$ cat src/rtl/fifo_mem_if.sv
// Handshake bundle between a producer/consumer pair and the fifo_mem buffer.
interface fifo_mem_if #(
  parameter int DATA_WIDTH = 16
);
  logic                  trans_write;
  logic                  trans_read;
  logic [DATA_WIDTH-1:0] data_in;
  logic [DATA_WIDTH-1:0] data_out;
  logic                  full_ind;
  logic                  empty_ind;
  logic                  threshold_ind;
  logic                  overflow_ind;
  logic                  underflow_ind;

  modport master (
    output trans_write, trans_read, data_in,
    input  data_out, full_ind, empty_ind, threshold_ind, overflow_ind, underflow_ind
  );

  modport slave (
    input  trans_write, trans_read, data_in,
    output data_out, full_ind, empty_ind, threshold_ind, overflow_ind, underflow_ind
  );
endinterface

$ cat src/rtl/fifo_mem.sv
// Single-clock first-word-fall-through FIFO with full/empty/threshold status
// and one-cycle overflow/underflow pulses for rejected operations.
module fifo_mem #(
  parameter int DATA_WIDTH      = 16,
  parameter int OSTD_NUM        = 16,
  parameter int THRESHOLD_VALUE = 8
) (
  input  logic     clk,
  input  logic     rst_n,
  fifo_mem_if.slave bus
);

  localparam int PTR_W = $clog2(OSTD_NUM);
  localparam int CNT_W = $clog2(OSTD_NUM + 1);

  localparam logic [PTR_W-1:0] LAST_PTR  = PTR_W'(OSTD_NUM - 1);
  localparam logic [CNT_W-1:0] FULL_CNT  = CNT_W'(OSTD_NUM);
  localparam logic [CNT_W-1:0] THRES_CNT = CNT_W'(THRESHOLD_VALUE);

  logic [DATA_WIDTH-1:0] mem [OSTD_NUM];

  logic [PTR_W-1:0] wr_ptr_reg, wr_ptr_next;
  logic [PTR_W-1:0] rd_ptr_reg, rd_ptr_next;
  logic [CNT_W-1:0] count_reg, count_next;
  logic             overflow_reg, overflow_next;
  logic             underflow_reg, underflow_next;

  logic full, empty;
  logic push_ok, pop_ok;

  // Depth need not be a power of two, so wrap by explicit compare.
  function automatic logic [PTR_W-1:0] ptr_inc(input logic [PTR_W-1:0] p);
    return (p == LAST_PTR) ? '0 : p + 1'b1;
  endfunction

  assign full  = (count_reg == FULL_CNT);
  assign empty = (count_reg == '0);

  // A pop frees a slot on the same edge, so a full FIFO can still accept a push.
  assign pop_ok  = bus.trans_read && !empty;
  assign push_ok = bus.trans_write && (!full || pop_ok);

  always_comb begin
    wr_ptr_next    = wr_ptr_reg;
    rd_ptr_next    = rd_ptr_reg;
    count_next     = count_reg;
    overflow_next  = bus.trans_write && !push_ok;
    underflow_next = bus.trans_read && empty;

    if (push_ok) wr_ptr_next = ptr_inc(wr_ptr_reg);
    if (pop_ok)  rd_ptr_next = ptr_inc(rd_ptr_reg);

    case ({push_ok, pop_ok})
      2'b10:   count_next = count_reg + 1'b1;
      2'b01:   count_next = count_reg - 1'b1;
      default: count_next = count_reg;
    endcase
  end

  always_ff @(posedge clk or negedge rst_n) begin
    if (!rst_n) begin
      wr_ptr_reg    <= '0;
      rd_ptr_reg    <= '0;
      count_reg     <= '0;
      overflow_reg  <= 1'b0;
      underflow_reg <= 1'b0;
    end else begin
      wr_ptr_reg    <= wr_ptr_next;
      rd_ptr_reg    <= rd_ptr_next;
      count_reg     <= count_next;
      overflow_reg  <= overflow_next;
      underflow_reg <= underflow_next;
    end
  end

  // Storage carries no reset; stale words are masked by the empty check below.
  always_ff @(posedge clk) begin
    if (push_ok) mem[wr_ptr_reg] <= bus.data_in;
  end

  assign bus.data_out      = empty ? '0 : mem[rd_ptr_reg];
  assign bus.full_ind      = full;
  assign bus.empty_ind     = empty;
  assign bus.threshold_ind = (count_reg >= THRES_CNT);
  assign bus.overflow_ind  = overflow_reg;
  assign bus.underflow_ind = underflow_reg;

endmodule

$ cat src/flat_wrapper.sv
// flat-port wrapper written by rule: the top's interface ports become plain ports
module fifo_mem_flat 
#(
  parameter int DATA_WIDTH      = 16,
  parameter int OSTD_NUM        = 16,
  parameter int THRESHOLD_VALUE = 8
)
  (clk, rst_n, bus_trans_write, bus_trans_read, bus_data_in, bus_data_out, bus_full_ind, bus_empty_ind, bus_threshold_ind, bus_overflow_ind, bus_underflow_ind);
  fifo_mem_if #(.DATA_WIDTH(DATA_WIDTH)) bus_i ();
  input  logic clk;
  input  logic rst_n;
  input wire logic [$bits(bus_i.trans_write)-1:0] bus_trans_write;
  input wire logic [$bits(bus_i.trans_read)-1:0] bus_trans_read;
  input wire logic [$bits(bus_i.data_in)-1:0] bus_data_in;
  output wire logic [$bits(bus_i.data_out)-1:0] bus_data_out;
  output wire logic [$bits(bus_i.full_ind)-1:0] bus_full_ind;
  output wire logic [$bits(bus_i.empty_ind)-1:0] bus_empty_ind;
  output wire logic [$bits(bus_i.threshold_ind)-1:0] bus_threshold_ind;
  output wire logic [$bits(bus_i.overflow_ind)-1:0] bus_overflow_ind;
  output wire logic [$bits(bus_i.underflow_ind)-1:0] bus_underflow_ind;
  assign bus_i.trans_write = bus_trans_write;
  assign bus_i.trans_read = bus_trans_read;
  assign bus_i.data_in = bus_data_in;
  assign bus_data_out = bus_i.data_out;
  assign bus_full_ind = bus_i.full_ind;
  assign bus_empty_ind = bus_i.empty_ind;
  assign bus_threshold_ind = bus_i.threshold_ind;
  assign bus_overflow_ind = bus_i.overflow_ind;
  assign bus_underflow_ind = bus_i.underflow_ind;
  fifo_mem #(.DATA_WIDTH(DATA_WIDTH), .OSTD_NUM(OSTD_NUM), .THRESHOLD_VALUE(THRESHOLD_VALUE)) u_core (.clk(clk), .rst_n(rst_n), .bus(bus_i));
endmodule
$ cat config.mk
export PLATFORM = sky130hd
export DESIGN_NAME = fifo_mem_flat
export DESIGN_NICKNAME = d
export VERILOG_FILES = /design/src/rtl/fifo_mem_if.sv /design/src/rtl/fifo_mem.sv /design/src/flat_wrapper.sv
export SDC_FILE = /design/constraint.sdc
export NUM_CORES = 1
export LEC_CHECK = 0
export ABC_AREA = 1
export CAP_MARGIN = 10
export CORE_MARGIN = 2
export CORE_UTILIZATION = 30
export DETAILED_ROUTE_END_ITERATION = 7
export HOLD_SLACK_MARGIN = 0.12
export SYNTH_ARGS = -nofsm -noshare
export SYNTH_HDL_FRONTEND = slang
export SYNTH_SLANG_ARGS = --single-unit
$ cat constraint.sdc
create_clock -name clk -period 5 [get_ports clk]
set_clock_uncertainty 0.2 [all_clocks]
set_input_delay 1 -clock clk [delete_from_list [all_inputs] [get_ports clk]]
set_output_delay 1 -clock clk [all_outputs]
set_load 0.05 [all_outputs]
==> flow_metrics.env <==
export IMPL_rows=70
export IMPL_drv_cap=0
export IMPL_period_needed_ns=4.47
export IMPL_peakVddDrop_mv=0.523
export IMPL_mostFrequentLayoutCell="nand2_1"
export IMPL_fin_crit_sh=0.893
export IMPL_gr_total_overflow=0
export IMPL_grt_total_usage=0.148
export IMPL_io_pins=41
export IMPL_drc=0
export IMPL_worstMarginPinSlew_ns=1.05
export IMPL_tns_ns=0
export IMPL_intPower_mw=5.05
export IMPL_dp_hpwl_um=15700
export IMPL_cts_setup_buffers=0
export IMPL_synthCells=998
export IMPL_startpoint="u_core.rd_ptr_reg[0]"
export IMPL_initial_core_util=0.306
export IMPL_layout_nets=1073
export IMPL_vias=7397
export IMPL_grt_pass1_vias=7147
export IMPL_drive_gt1_frac=0.0978
export IMPL_cts_max_path_buffers=3
export IMPL_combPwrFrac=0.414
export IMPL_clk_pin_slew_worst_paths_ns=0.07
export IMPL_slew_viol_final=0
export IMPL_synth_yosys_seq_area_share=0.717
export IMPL_die_x_um=198
export IMPL_critPathKind="reg -> out"
export IMPL_grt_pass1_wl_um=43400
export IMPL_area_delta_synth_final_pct=17.6
export IMPL_syn_area_um2=11300
export IMPL_crit_required_ns=3.80
export IMPL_setup_violations=0
export IMPL_status="completed"
export IMPL_cts_buffers=27
export IMPL_io_buffer_count=40
export IMPL_grt_max_degree=70
export IMPL_p_clk_frac=0.236
export IMPL_slew_headroom=0.302
export IMPL_post_cts_resized=0
export IMPL_yosysWarnings=0
export IMPL_cts_root_buf="clkbuf_16"
export IMPL_synthDistinctLibCells=23
export IMPL_leakagePower_nw=5.00
export IMPL_hp_class="reg -> reg"
export IMPL_yosysTopAreaCell="edfxtp_1"
export IMPL_syn_area_per_cell_um2=11.3
export IMPL_swShare=0.392
export IMPL_clk_latency_ns=0.52
export IMPL_largest_reg_flops=256
export IMPL_core_area_um2=36800
export IMPL_dp_cells=1484
export IMPL_via_per_inst=4.83
export IMPL_die_h_um=198
export IMPL_fp_dieArea_um2=39100
export IMPL_layout_common_cells="nand2_1, edfxtp_1, nand3_1"
export IMPL_ant_nets=0
export IMPL_cp_arrival_ns=3.27
export IMPL_reg2reg_from="u_core.count_reg[1]"
export IMPL_hp_start="u_core.count_reg[0]"
export IMPL_synth_fp_nets=1026
export IMPL_antenna_found_initial=1
export IMPL_drt_iter0_drc=753
export IMPL_synth_seq_cells=271
export IMPL_pwr_density_cell_nw_per_um2=628
export IMPL_synth_top_area_frac=0.683
export IMPL_crit_path_max_fanout=69
export IMPL_cp_start_kind="flop"
export IMPL_cts_max_level=1
export IMPL_synthTopCellsByArea="edfxtp_1, nand2_1, nand3_1"
export IMPL_clock_sinks=271
export IMPL_p_seq_frac=0.350
export IMPL_setup_worst_path_end_class="output port"
export IMPL_cts_hold_buf=0
export IMPL_place_gp_congestion=0.774
export IMPL_hold_violations=0
export IMPL_postRouteWirelength_um=28500
export IMPL_cts_tree="yes"
export IMPL_power_switching_mw=3.25
export IMPL_rsz0062_at_grt="false"
export IMPL_final_cells=1533
export IMPL_fmax_ghz=0.224
export IMPL_wl_per_cell_um=18.6
export IMPL_firstDrtPassIters=6
==> layer usage <==
layer,global-route usage,part of all wire
met1,0.207,0.44
met2,0.240,0.47
met3,0.0236,0.072
met4,0.0356,0.013
met5,0,0
==> metrics by stage <==
step / utilization / area [um^2] / hold slack (ns) / worst slack, ns / total power, mW
detailed placement: 0.336 / 12400 / 0.325 / 1.14 / 6.41
finish: 0.360 / 13200 / 0.346 / 0.533 / 8.30
floorplan: - / 11300 / 0.285 / 2.06 / 5.02
global placement: 0.336 / 12400 / 0.322 / 1.14 / 6.38
global route: 0.360 / 13200 / 0.366 / 0.366 / 8.76
CTS: 0.360 / 13200 / 0.341 / 0.546 / 8.37
==> critical path, stage by stage, from the launching register on <==
cell and delay [ns]:
dfrtp_4 0.76, inv_4 0.63, buf_12 0.33, nand2_1 0.09, nand3_1 0.08, nand3_1 0.08
nand3_1 0.09, nand2_1 0.05, nor2_1 0.33, buf_12 0.19
==> final timing paths <==
kind	end	slack, ns	cells past startpoint
max	bus_data_out[4]	0.53	9
min	u_core.count_reg[0]	0.35	1
max reg2reg	u_core.count_reg[4]	2.24	16
min reg2reg	u_core.count_reg[0]	0.35	1
max in group asynchronous	u_core.rd_ptr_reg[0]	3.25	1
min in group asynchronous	u_core.rd_ptr_reg[2]	0.75	1
==> cell usage after synthesis, drive strengths merged <==
cell    instances
o21ai          26
inv            41
nand3          91
nand2         381
nand4           2
xnor2           4
ha              8
nor2           41
clkbuf          5
dfrtp          15
edfxtp        256
buf            45
xor2            1
a21oi          82
==> power groups by stage <==
| stage | sequential [mW] | clock [mW] | combinational (mW) |
|---|---|---|---|
| 2_1_floorplan | 2.83 | 0 | 2.20 |
| 3_3_place_gp | 2.94 | 0 | 3.44 |
| 3_5_place_dp | 2.95 | 0 | 3.46 |
| 4_1_cts | 2.90 | 2.00 | 3.48 |
| 5_1_grt | 2.93 | 2.09 | 3.74 |
| 6_report | 2.90 | 1.96 | 3.44 |
==> kinds of logic (layout without fill, tap and decap cells) <==
logic type,count (synthesis),count (layout),share of synthesized area
AND/OR/NAND/NOR,515,515,0.183
flip-flops,271,271,0.717
AO/OA/AOI/OAI,108,108,0.0480
buffers and inverters,91,156,0.0395
adder cells (fa/ha/maj),8,8,0.00890
XOR/XNOR,5,5,0.00389
other,0,2,0
==> layout make-up <==
class / count / area [um^2]
repair buffers: 68 / 783
multi-input cells: 636 / 2790
diodes: 2 / 5.00
clock inverters: 9 / 91.3
inverters: 41 / 156
well taps: 468 / 586
fillers: 3576 / 23600
flip-flops and latches: 271 / 8070
clock buffers: 38 / 757
No activity file was read; power rests on OpenSTA's default activity.
